[src/rtl/mult_share_arbiter.sv]
// mult_share_arbiter: shares one fixed-latency pipelined multiplier among NREQ
// requesters. Round-robin grant, requester tags travel in a shadow pipeline
// alongside the multiplier, and products are collected in a result FIFO.
// A credit counter stops issue so the non-stallable multiplier can never
// overrun the FIFO.
//
// Optional build macro: MULT_SHARE_OPHOLD_EN
//   defined   -> mul_x/mul_y hold the last issued operands in idle cycles
//   undefined -> mul_x/mul_y return to 0 in every cycle not following an accept
//
// Ports:
//   CLK, RST               clock, synchronous active-high reset
//   req_valid/req_ready    per-requester handshake (req_ready one-hot or zero)
//   req_x/req_y            packed operands, requester i at [i*WIDTH +: WIDTH]
//   mul_x/mul_y            registered operands to the multiplier
//   mul_p                  multiplier product, LAT cycles after mul_x/mul_y
//   rsp_valid/rsp_ready    result FIFO head handshake
//   rsp_id/rsp_product     head requester index and product (0 when empty)
//   busy                   credit count != 0
module mult_share_arbiter #(
  parameter int unsigned WIDTH      = 16,
  parameter int unsigned NREQ       = 4,
  parameter int unsigned LAT        = 3,
  parameter int unsigned FIFO_DEPTH = 6,
  localparam int unsigned IDW       = $clog2(NREQ)
) (
  input  logic                    CLK,
  input  logic                    RST,
  input  logic [NREQ-1:0]         req_valid,
  output logic [NREQ-1:0]         req_ready,
  input  logic [NREQ*WIDTH-1:0]   req_x,
  input  logic [NREQ*WIDTH-1:0]   req_y,
  output logic [WIDTH-1:0]        mul_x,
  output logic [WIDTH-1:0]        mul_y,
  input  logic [2*WIDTH-1:0]      mul_p,
  output logic                    rsp_valid,
  input  logic                    rsp_ready,
  output logic [IDW-1:0]          rsp_id,
  output logic [2*WIDTH-1:0]      rsp_product,
  output logic                    busy
);

  localparam int unsigned PW = 2 * WIDTH;
  localparam int unsigned CW = $clog2(FIFO_DEPTH + 1);
  localparam int unsigned AW = $clog2(FIFO_DEPTH);
  localparam int unsigned SW = IDW + 1;

  typedef struct packed {
    logic [IDW-1:0] id;
    logic [PW-1:0]  prod;
  } rsp_entry_t;

  logic [IDW-1:0] rr_ptr;
  logic [IDW-1:0] gnt_idx;
  logic           gnt_any;
  logic [SW-1:0]  scan;
  logic           issue_ok;
  logic           accept;
  logic           pop;
  logic           push;
  rsp_entry_t     push_data;

  logic [CW-1:0]  credit_q;
  logic [CW-1:0]  credit_nxt;

  logic [LAT:0]   tag_v;
  logic [IDW-1:0] tag_id [LAT+1];

  rsp_entry_t     mem [FIFO_DEPTH];
  logic [AW-1:0]  wr_ptr;
  logic [AW-1:0]  rd_ptr;
  logic [AW-1:0]  rd_nxt;
  logic [CW-1:0]  occ;
  logic [CW-1:0]  occ_nxt;
  rsp_entry_t     head_nxt;

  function automatic logic [AW-1:0] ptr_inc(input logic [AW-1:0] p);
    return (p == AW'(FIFO_DEPTH - 1)) ? '0 : p + AW'(1);
  endfunction

  // Round-robin search; scanning offsets high to low leaves the nearest
  // valid requester at or after the pointer as the winner.
  always_comb begin
    gnt_any = 1'b0;
    gnt_idx = '0;
    scan    = '0;
    for (int i = int'(NREQ) - 1; i >= 0; i--) begin
      scan = {1'b0, rr_ptr} + SW'(i);
      if (scan >= SW'(NREQ)) scan = scan - SW'(NREQ);
      if (req_valid[scan[IDW-1:0]]) begin
        gnt_any = 1'b1;
        gnt_idx = scan[IDW-1:0];
      end
    end
  end

  // Issue only while a FIFO slot is guaranteed; no same-cycle pop bypass.
  assign issue_ok = !RST && (credit_q < CW'(FIFO_DEPTH));
  assign accept   = issue_ok && gnt_any;
  assign pop      = rsp_valid && rsp_ready;

  always_comb begin
    req_ready = '0;
    if (accept) req_ready[gnt_idx] = 1'b1;
  end

  // Round-robin pointer.
  always_ff @(posedge CLK) begin
    if (RST) begin
      rr_ptr <= '0;
    end else if (accept) begin
      rr_ptr <= (gnt_idx == IDW'(NREQ - 1)) ? '0 : gnt_idx + IDW'(1);
    end
  end

  // Operand registers feeding the multiplier.
  always_ff @(posedge CLK) begin
    if (RST) begin
      mul_x <= '0;
      mul_y <= '0;
    end else if (accept) begin
      mul_x <= req_x[gnt_idx*WIDTH +: WIDTH];
      mul_y <= req_y[gnt_idx*WIDTH +: WIDTH];
    end
`ifndef MULT_SHARE_OPHOLD_EN
    else begin
      mul_x <= '0;
      mul_y <= '0;
    end
`endif
  end

  // Credit counter: one credit per op in flight or buffered.
  always_comb begin
    credit_nxt = credit_q;
    case ({accept, pop})
      2'b10:   credit_nxt = credit_q + CW'(1);
      2'b01:   credit_nxt = credit_q - CW'(1);
      default: credit_nxt = credit_q;
    endcase
  end

  always_ff @(posedge CLK) begin
    if (RST) begin
      credit_q <= '0;
      busy     <= 1'b0;
    end else begin
      credit_q <= credit_nxt;
      busy     <= (credit_nxt != '0);
    end
  end

  // Tag shadow pipeline; stage LAT lines up with the product on mul_p.
  always_ff @(posedge CLK) begin
    if (RST) begin
      tag_v <= '0;
      for (int i = 0; i <= int'(LAT); i++) tag_id[i] <= '0;
    end else begin
      tag_v     <= {tag_v[LAT-1:0], accept};
      tag_id[0] <= gnt_idx;
      for (int i = 1; i <= int'(LAT); i++) tag_id[i] <= tag_id[i-1];
    end
  end

  assign push      = tag_v[LAT] && !RST;
  assign push_data = '{id: tag_id[LAT], prod: mul_p};

  // FIFO bookkeeping and next head; a push into an otherwise empty FIFO
  // becomes the head directly.
  always_comb begin
    rd_nxt  = pop ? ptr_inc(rd_ptr) : rd_ptr;
    occ_nxt = occ;
    case ({push, pop})
      2'b10:   occ_nxt = occ + CW'(1);
      2'b01:   occ_nxt = occ - CW'(1);
      default: occ_nxt = occ;
    endcase
    if (occ_nxt == '0)                   head_nxt = '0;
    else if (push && occ_nxt == CW'(1))  head_nxt = push_data;
    else                                 head_nxt = mem[rd_nxt];
  end

  always_ff @(posedge CLK) begin
    if (push) mem[wr_ptr] <= push_data;
  end

  always_ff @(posedge CLK) begin
    if (RST) begin
      wr_ptr      <= '0;
      rd_ptr      <= '0;
      occ         <= '0;
      rsp_valid   <= 1'b0;
      rsp_id      <= '0;
      rsp_product <= '0;
    end else begin
      if (push) wr_ptr <= ptr_inc(wr_ptr);
      rd_ptr      <= rd_nxt;
      occ         <= occ_nxt;
      rsp_valid   <= (occ_nxt != '0);
      rsp_id      <= head_nxt.id;
      rsp_product <= head_nxt.prod;
    end
  end

endmodule

[config.mk]
export PLATFORM = sky130hd
export DESIGN_NAME = mult_share_arbiter
export DESIGN_NICKNAME = d
export VERILOG_FILES = /design/src/rtl/mult_share_arbiter.sv
export SDC_FILE = /design/constraint.sdc
export NUM_CORES = 1
export LEC_CHECK = 0
export CAP_MARGIN = 20
export CORE_AREA = 3 3 179 198
export CTS_CLUSTER_DIAMETER = 80
export DETAILED_ROUTE_END_ITERATION = 7
export DIE_AREA = 0 0 182 201
export GPL_TIMING_DRIVEN = 0
export HOLD_SLACK_MARGIN = 0.15
export PLACE_DENSITY = 0.56
export SYNTH_ARGS = -nofsm -noshare
export SYNTH_HDL_FRONTEND = slang
export SYNTH_SLANG_ARGS = --single-unit
[constraint.sdc]
create_clock -name CLK -period 13.1 [get_ports CLK]
set_clock_uncertainty 0.05 [all_clocks]
set_input_delay 1.31 -clock CLK [delete_from_list [all_inputs] [get_ports CLK]]
set_output_delay 1.31 -clock CLK [all_outputs]
set_load 0.05 [all_outputs]
==> results of run 1 <==
cell families after synthesis:
group	synth area share (%)
DFF	66.5
AOI/OAI and AO/OA	13.0
and+or+nand+nor	7.73
muxes	8.42
buffers and inverters	2.53
xor gates and xnor gates	0.842
adders and majority gates	0.956
routing by layer:
| layer | wire (um) | vias to the layer above | part of all wire (%) |
|---|---|---|---|
| met3 | 2420 | 66 | 7.0 |
| met1 | 13200 | 3996 | 38 |
| li1 | - | 3990 | - |
| met5 | 0 | - | 0 |
| met4 | 1500 | 0 | 4.4 |
| met2 | 17300 | 288 | 50 |
flip-flops by register name, indices dropped and copies added (netlist names):
name and flops:
rr_ptr 2, mul_y 16, mul_x 16, rsp_product 32, rsp_id 2, tag_id 8, rsp_valid 1, busy 1
mem 204, occ 3, rd_ptr 3, wr_ptr 3, credit_q 3, tag_v 4
cell usage in the layout (no fill, tap or decap), types with 9 or more instances in the layout:
cell type        count
clkdlybuf4s50_1    238
a211oi_1            69
inv_1                9
nor2_1              19
clkbuf_16           33
edfxtp_1           204
or4_1               34
buf_2               19
o22ai_1             32
nand2_1             41
o211ai_1            34
mux2i_1             99
a2bb2oi_1           34
a21oi_1             43
dfxtp_1             94
clkbuf_1            46
nor2b_1             45
synth_stat cells (all sizes together):
cell / n
or3: 1
o21ai: 6
clkbuf: 39
o32ai: 1
nand3b: 1
fa: 2
o22ai: 32
xor2: 3
nor3: 5
a211oi: 70
edfxtp: 204
a221oi: 1
a2bb2oi: 34
nor3b: 2
mux2i: 100
xor3: 1
a22o: 1
or4: 34
xnor2: 5
nor4: 1
nor2b: 45
o211ai: 34
inv: 9
nor2: 22
a211o: 1
nand2b: 6
and2: 5
nand2: 41
dfxtp: 94
ha: 6
and3: 1
buf: 25
a21oi: 43
nand3: 2
final cells by class:
class	count	share of cell area (%)
Clock inverter	11	0.587
Sequential cell	298	49.4
Timing Repair Buffer	254	16.0
Clock buffer	46	5.64
Inverter	9	0.208
Multi-Input combinational cell	506	23.2
Buffer	64	1.67
Tap cell	432	3.33
worst min-delay path by stage:
stage	startpoint	to	slack [ps]	cells after the start
after global routing	tag_id[0][0]	tag_id[1][0]	400	1
final	tag_id[0][0]	tag_id[1][0]	390	1
after detailed placement	tag_id[0][0]	tag_id[1][0]	370	1
after CTS	tag_id[2][0]	tag_id[3][0]	390	1
after global placement	tag_v[2]	tag_v[3]	370	1
after floorplan	tag_id[0][0]	tag_id[1][0]	360	1
worst max-delay path: stages:
cell,delay (ps)
clkdlybuf4s50_1,550
a21oi_1,200
o21ai_0,90
a21oi_1,230
buf_2,340
buf_2,370
ha_1,230
and2_1,180
clkdlybuf4s50_1,840
power breakdown:
part	internal, mW	switching (mW)
Clock	0.504	0.366
Sequential	1.07	0.0233
Combinational	0.312	0.492
Total	1.89	0.880
through the flow:
step | worst slack (ps) | hold slack [ps] | total power, mW | cell area [sq um] | instances
after floorplan | 7760 | 364 | 1.63 | 12000 | 877
after global placement | 4250 | 367 | 1.92 | 15000 | 1547
after detailed placement | 7320 | 371 | 1.93 | 15200 | 1563
after CTS | 7320 | 387 | 2.80 | 16200 | 1620
after global routing | 7180 | 405 | 2.89 | 16200 | 1620
final | 7400 | 386 | 2.77 | 16200 | 1620
==> results, run 1 <==
- In this run the biggest area consumer among cell types represents 50.9% of the synthesized area.
- The global-route wire length before repair is 51900 um.
- When the netlist entered floorplanning its net count stood at 1052.
- The slack of the worst reg-to-reg path is 8840 ps.
- In this run the cell area of the synthesized design comes to 0.0120 sq mm.
- Hold repair after CTS inserted 0 buffers.
- The leakage power of the design is 5.71 nW.
- The total number of nets in the final design is 1339.
- The run finished with clean final reports.
- STA puts the critical path data required time at 11740 ps.
- During synthesis, Yosys emitted a total of 0 warnings.
- The endpoint identified for the worst register-to-register timing path is rsp_id[1].
- Cells fill 48.5% of the core in the end.
- Setup violations remaining at the end of the flow were counted as 0.
- The met3 capacity usage during global routing is 4.57%.
- The number of primary I/O pins is 239.
- The startpoint identified for the worst register-to-register timing path is rsp_valid.
- The buffer count from post-CTS setup fixing is 0.
- The floorplan step defined a core boundary enclosing 0.0335 sq mm.
- For the worst flop-to-flop path, the logic depth is 11.
- In this run the clock root is driven by a clkbuf_16.
- The post-route netlist has 8.25% of its cells at a drive strength greater than 1.
- The area added between synthesis and finish is 34.7%.
- The arrival time reported for the critical path endpoint is 4340 ps.
- Across every metal layer, demand over resource in global routing totals 18.3%.
- At the end of routability-driven placement, the weighted congestion stood at 0.879.
- The total number of placement rows is 70.
- The sequential cells in the finished layout cover a total of 0.00801 sq mm.
- The kind of start point of the critical path is a primary input.
- The number of H-tree levels is 1.
- The path type of the worst setup path is primary input to output pin.
- The final routed DRC violation total is 0.
- The maximum number of pins on one net before global-route repair is 21.
- The count of different cell masters after synthesis is 44.
- The pre-antenna-repair detailed-routing pass consisted of 7 iterations.
- The combined area of the multi-input logic cells is 0.00376 sq mm.
- Synthesis produced a netlist whose cell count is 877.
- In the post-synthesis netlist, the biggest area contributors are edfxtp_1 51%, dfxtp_1 16%, mux2i_1 8.2%.
- The number of antenna violations at the first check in global routing is 0.
- The global-route track usage on met2 is 32.4%.
- The clock period minus worst slack is 5700 ps.
- Post-CTS repair changed the size of 0 cells.
- The final count of pins violating max slew is 0.
- The number of failing hold endpoints at the final stage is 0.
- The headroom to the max-slew limit is 39.6%.
- The via count of the first global-routing pass is 8718.
- After synthesis, the mean cell area works out to 13.7 sq um.
- The TritonCTS buffer count is 31.
- In this run, the number of DRC markers left after iteration 0 of detailed routing was 386.
- Setup repair after global routing left no endpoint under its margin.
- Summed over all layers, the global routing overflow is 0.
- In this run, synthesis produced a sequential element count of 298.
- Dividing the detail-routed wire length by the instance count gives 21.2 um.
- The worst-case vdd ir drop is 0.108 mV.
- The count of buffers added on input and output ports is 238.
- The power per standard cell area is 171 mW/mm^2.
- The kind of end point of the critical path is an output pin.
- Across all layers, the routed design uses 8340 vias.
- The initial core utilization is 36.0%.
- The class of the tightest hold or removal check is register to register.
- The TritonCTS clock tree is done.
- The actual transition at the worst max-transition pin is 901 ps.
- Of all nets on the critical path, the largest fanout is 11.
- The clock-pin slew of the registers on the worst-case setup and hold paths is 70 ps.
- In this run the deepest clock path goes through 3 buffers.
- The share of synthesized area occupied by flip-flops and latches is 66.5%.
- The die is 201 um tall.
- In this run the remaining antenna-violating nets after routing total 0.
- The number of diodes is 0.
- The global-route met1 utilization is 21.0%.
- The worst setup path startpoint is req_valid[0].
- The total die area is 0.0366 sq mm.
- The post-detailed-route via-to-cell ratio is 5.15.
- For this run, the top clock speed supported by timing is 0.176 GHz.
- The global-route layer with the greatest usage is met2.
- The CTS sink count is 298.
- The filler cells instantiated in the layout total 2989.
- The final HPWL from detailed placement is 24400 um.
- The total negative slack is 0 ps.
- Of all cell types, the one taking the most synthesized area is edfxtp_1.
- In the finished design, the share of the clock period the worst path needs comes to 43.5%.
- In this run the horizontal extent of the chip is 182 um.
- The tool flagged a number of max-cap violations equal to 0.
- For this block, the routed nets add up to 34400 um of wire.
- The capture point of the critical path is req_ready[3].
- Clock latency on the worst-skew pair, taken at its later pin, is 560 ps.
No activity file was read; power rests on OpenSTA's default activity.
==> inputs of run 2 (changes only) <==
- clock period: 13.1 -> 5.9 ns (I/O delays scaled with it)
==> results of run 2 <==
The final DEF is identical to that of run 1. Status: completed.
Among the figures that moved: setup slack after placement 7320 ps -> 839 ps; setup slack after layout 7400 ps -> 1410 ps; start point of the critical path req_valid[0] -> rsp_ready; end point of the critical path req_ready[3] -> rsp_id[1]; register-to-register setup slack 8840 ps -> 1640 ps; total power 2.77 mW -> 6.15 mW; worst IR drop on VDD 0.108 mV -> 0.240 mV
==> inputs of run 3 (changes only) <==
- PLACE_DENSITY: 0.56 -> 0.58
- clock period: 5.9 -> 3.81 ns (I/O delays scaled with it)
==> run 3 against run 2 <==
- total power grew 56%
- first-iteration DRC count is 42% higher
- die area is the same
- final cell count unchanged
- clock power increased by 61%
- cell area increased by 0.29%
- clock-buffer cell count increased by 1
- critical path type unchanged
- critical endpoint is now rsp_product[4]
- highest routed layer unchanged
==> results, run 3 (synthesis gave the netlist of run 1 again) <==
- TritonCTS built the clock tree.
- The number of violations reported at the end of detailed-routing iteration 0 is 548 (+42%).
- The global-route track usage on met2 is 32.2% (-0.19 points).
- The number of buffers between clock root and the deepest sink is 3 (unchanged).
- The global-route met1 utilization is 20.7% (-0.31 points).
- The total global-route track usage is 18.0% (-0.31 points).
- The number of setup violations in the final report is 0 (unchanged).
- The portion of total power attributed to sequential cells came to 39.3% (-0.3 points).
- The number of search-and-repair iterations in the first detailed-routing pass is 5 (-2).
- The number of primary I/O pins is 239 (unchanged).
- The area added between synthesis and finish is 35.1%.
- The path type of the worst setup path is primary input to register.
- The met3 capacity usage during global routing is 5.22% (+0.65 points).
- The largest registers in the layout are mem x204, rsp_product x32.
- The clock-pin slew of the registers on the worst-case setup and hold paths is 60 ps (about the same).
- The final count of pins violating max slew is 0 (unchanged).
- The register with the highest flop count is mem.
- Walking the worst path, the cells encountered are clkdlybuf4s50_1, and2_1, clkbuf_4, ha_1, inv_1, fa_1, xor3_1, a211oi_2, nor2_1, clkbuf_2, or4_1, o211ai_1.
- Setup repair after global routing left no endpoint under its margin.
- The initial core utilization is 36.0% (unchanged).
- The actual transition at the worst max-transition pin is 853 ps (-48.5 ps).
- The count of input and output buffers was 238 (unchanged).
- The buffer count from post-CTS setup fixing is 0 (unchanged).
- The tightest min-delay check is of the register to register type.
- The maximum number of pins on one net before global-route repair is 23 (+9.5%).
- The global-route wire length before repair is 51400 um (-1.0%).
- The analysis attributes to net switching a power of 3.04 mW.
- The number of diodes is 0 (unchanged).
- The worst endpoint required time is 4150 ps.
- The total number of nets in the final design is 1338 (-0.075%).
- The fraction of power consumed by the clock network came to 32.3% (+0.9 points).
- The number of failing hold endpoints at the final stage is 0 (unchanged).
- The floorplan core area is 0.0335 sq mm (unchanged).
- The total power draw is 9.61 mW.
- The CTS sink count came to 298 (unchanged).
- The routed wire length is 33800 um (-1.7%).
- The total number of vias came to 8427 (+1.0%).
- The number of violations of the max-capacitance limit came to 0 (unchanged).
- The relative contribution of combinational cells to total power is 28.4% (-0.6 points).
- The leakage power of the design was 5.72 nW (+0.28%).
- The average wire per cell in the routed design is 20.9 um (-1.7%).
- The commonest non-fill, non-tap cell in the layout is clkdlybuf4s50_1.
- The clock period minus worst slack is 3590 ps.
- The slowest stage of the critical path belongs to the cell clkdlybuf4s50_1.
- The number of antenna violations at the first check in global routing is 1 (+1).
- The total die area came to 0.0366 sq mm (unchanged).
- The fmax is 0.278 GHz.
- The via count of the first global-routing pass is 8780 (+0.71%).
- The final hold slack is 385 ps (-1.52 ps).
- The final routed DRC violation total is 0 (unchanged).
- In this run switching power makes up 31.6% of total power.
- The worst-case vdd ir drop is 0.230 mV.
- Setup slack on the worst reg-to-reg path comes out at 250 ps.
- The clock latency at the later pin of the worst-skew pair came to 510 ps (-50 ps).
- The run finished with clean final reports.
- The kind of end point of the critical path is a register.
- The cell-internal power is 6.57 mW.
- The post-detailed-route via-to-cell ratio is 5.20 (+1.0%).
- The overall overflow remaining after global route is 0 (unchanged).
- The global-route layer with the greatest usage is met2.
- The fraction of layout cells with a size suffix above 1 came to 8.25% (unchanged).
- The final HPWL from detailed placement came to 23600 um (-2.9%).
- The delay of the slowest cell on the worst path is 570 ps.
- The final weighted congestion in routability-driven placement is 0.788 (-10%).
- The number of flip-flops in the largest register was 204 (unchanged).
- The vertical die dimension was 201 um (unchanged).
- The die extent in x is 182 um (unchanged).
- The number of H-tree levels was 2 (+1).
- The total number of placement rows is 70 (unchanged).
- The highest net fanout along the worst path is 20 (+9).
- STA classifies the critical path startpoint as a primary input.
- Dividing total power by cell area gives a power density of 591 mW/mm^2.
- The headroom to the max-slew limit was 42.8% (+3.3 points).
- The arrival time reported for the critical path endpoint is 3940 ps.
- Leaving out fill and tap cells, the most frequent cells in the layout are 234 x clkdlybuf4s50_1, 204 x edfxtp_1, 99 x mux2i_1.
- The share of the clock period used by the worst path after layout is 94.3%.
- The number of nets with antenna violations after detailed routing was 0 (unchanged).
- The TritonCTS buffer count came to 34 (+9.7%).
- The tree is rooted in a clkbuf_16.
run 3: cell types whose count changed in the layout (fill, tap and decap cells not counted), sizes merged:
cell,before,now
buf,41,36
clkbuf,85,87
clkdlybuf4s15,0,1
clkdlybuf4s50,238,234
clkinv,6,10
clkinvlp,0,2
dlygate4sd2,0,3
inv,13,10
run 3: power by group through the flow:
| stage | Sequential (mW) | Clock [mW] | Combinational [mW] |
|---|---|---|---|
| 6_report | 3.78 | 3.10 | 2.73 |
| 3_3_place_gp | 3.84 | 0 | 2.75 |
| 2_1_floorplan | 4.52 | 0 | 1.09 |
| 4_1_cts | 3.78 | 3.19 | 2.77 |
| 5_1_grt | 3.80 | 3.32 | 2.92 |
| 3_5_place_dp | 3.85 | 0 | 2.77 |
run 3: area by class of cell:
cell class | count | area, sq um
Fill cell | 2967 | 17200
Sequential cell | 298 | 8010
Multi-Input combinational cell | 506 | 3780
Timing Repair Buffer | 251 | 2570
Clock buffer | 47 | 951
Tap cell | 432 | 541
Buffer | 63 | 270
Clock inverter | 14 | 103
Inverter | 9 | 33.8
run 3: worst max-delay path: cells and delay by family:
kind,cells,cell delay (ps)
adders and majority gates,2,690
xor gates and xnor gates,1,240
buffers and inverters,4,1230
AOI/OAI and AO/OA,2,470
and+or+nand+nor,3,920
run 3: per-layer routing:
metal  wire [um]  vias up
li1            -     3990
met1       13000     4069
met2       17300      316
met3        2680       52
met4         879        0
met5           0        -
run 3: timing repair:
| item | 4_1_cts | 5_1_grt |
|---|---|---|
| endpoints found under the setup margin | 37 | 33 |
| hold buffers | 0 | 0 |
| gates resized for setup | 6 | 5 |
run 3: path summary, 6_finish.rpt:
path | start | end | depth (start not counted)
setup reg to reg | rsp_valid | rsp_product[4] | 11
hold reg to reg | tag_v[2] | tag_v[3] | 1
hold / removal | tag_v[2] | tag_v[3] | 1
setup / recovery | rsp_ready | rsp_product[4] | 12
run 3: per-stage QoR:
| stage | cells | TNS [ps] | cell area, sq um | worst slack (ps) | util, % |
|---|---|---|---|---|---|
| after floorplan | 877 | 0 | 12000 | 207 | - |
| after global placement | 1547 | -327570 | 15000 | -3060 | 44.7 |
| after detailed placement | 1560 | -31050 | 15200 | -1110 | 45.4 |
| after CTS | 1620 | 0 | 16300 | 24.2 | 48.6 |
| after global routing | 1620 | 0 | 16300 | 29.5 | 48.6 |
| final | 1620 | 0 | 16300 | 217 | 48.6 |
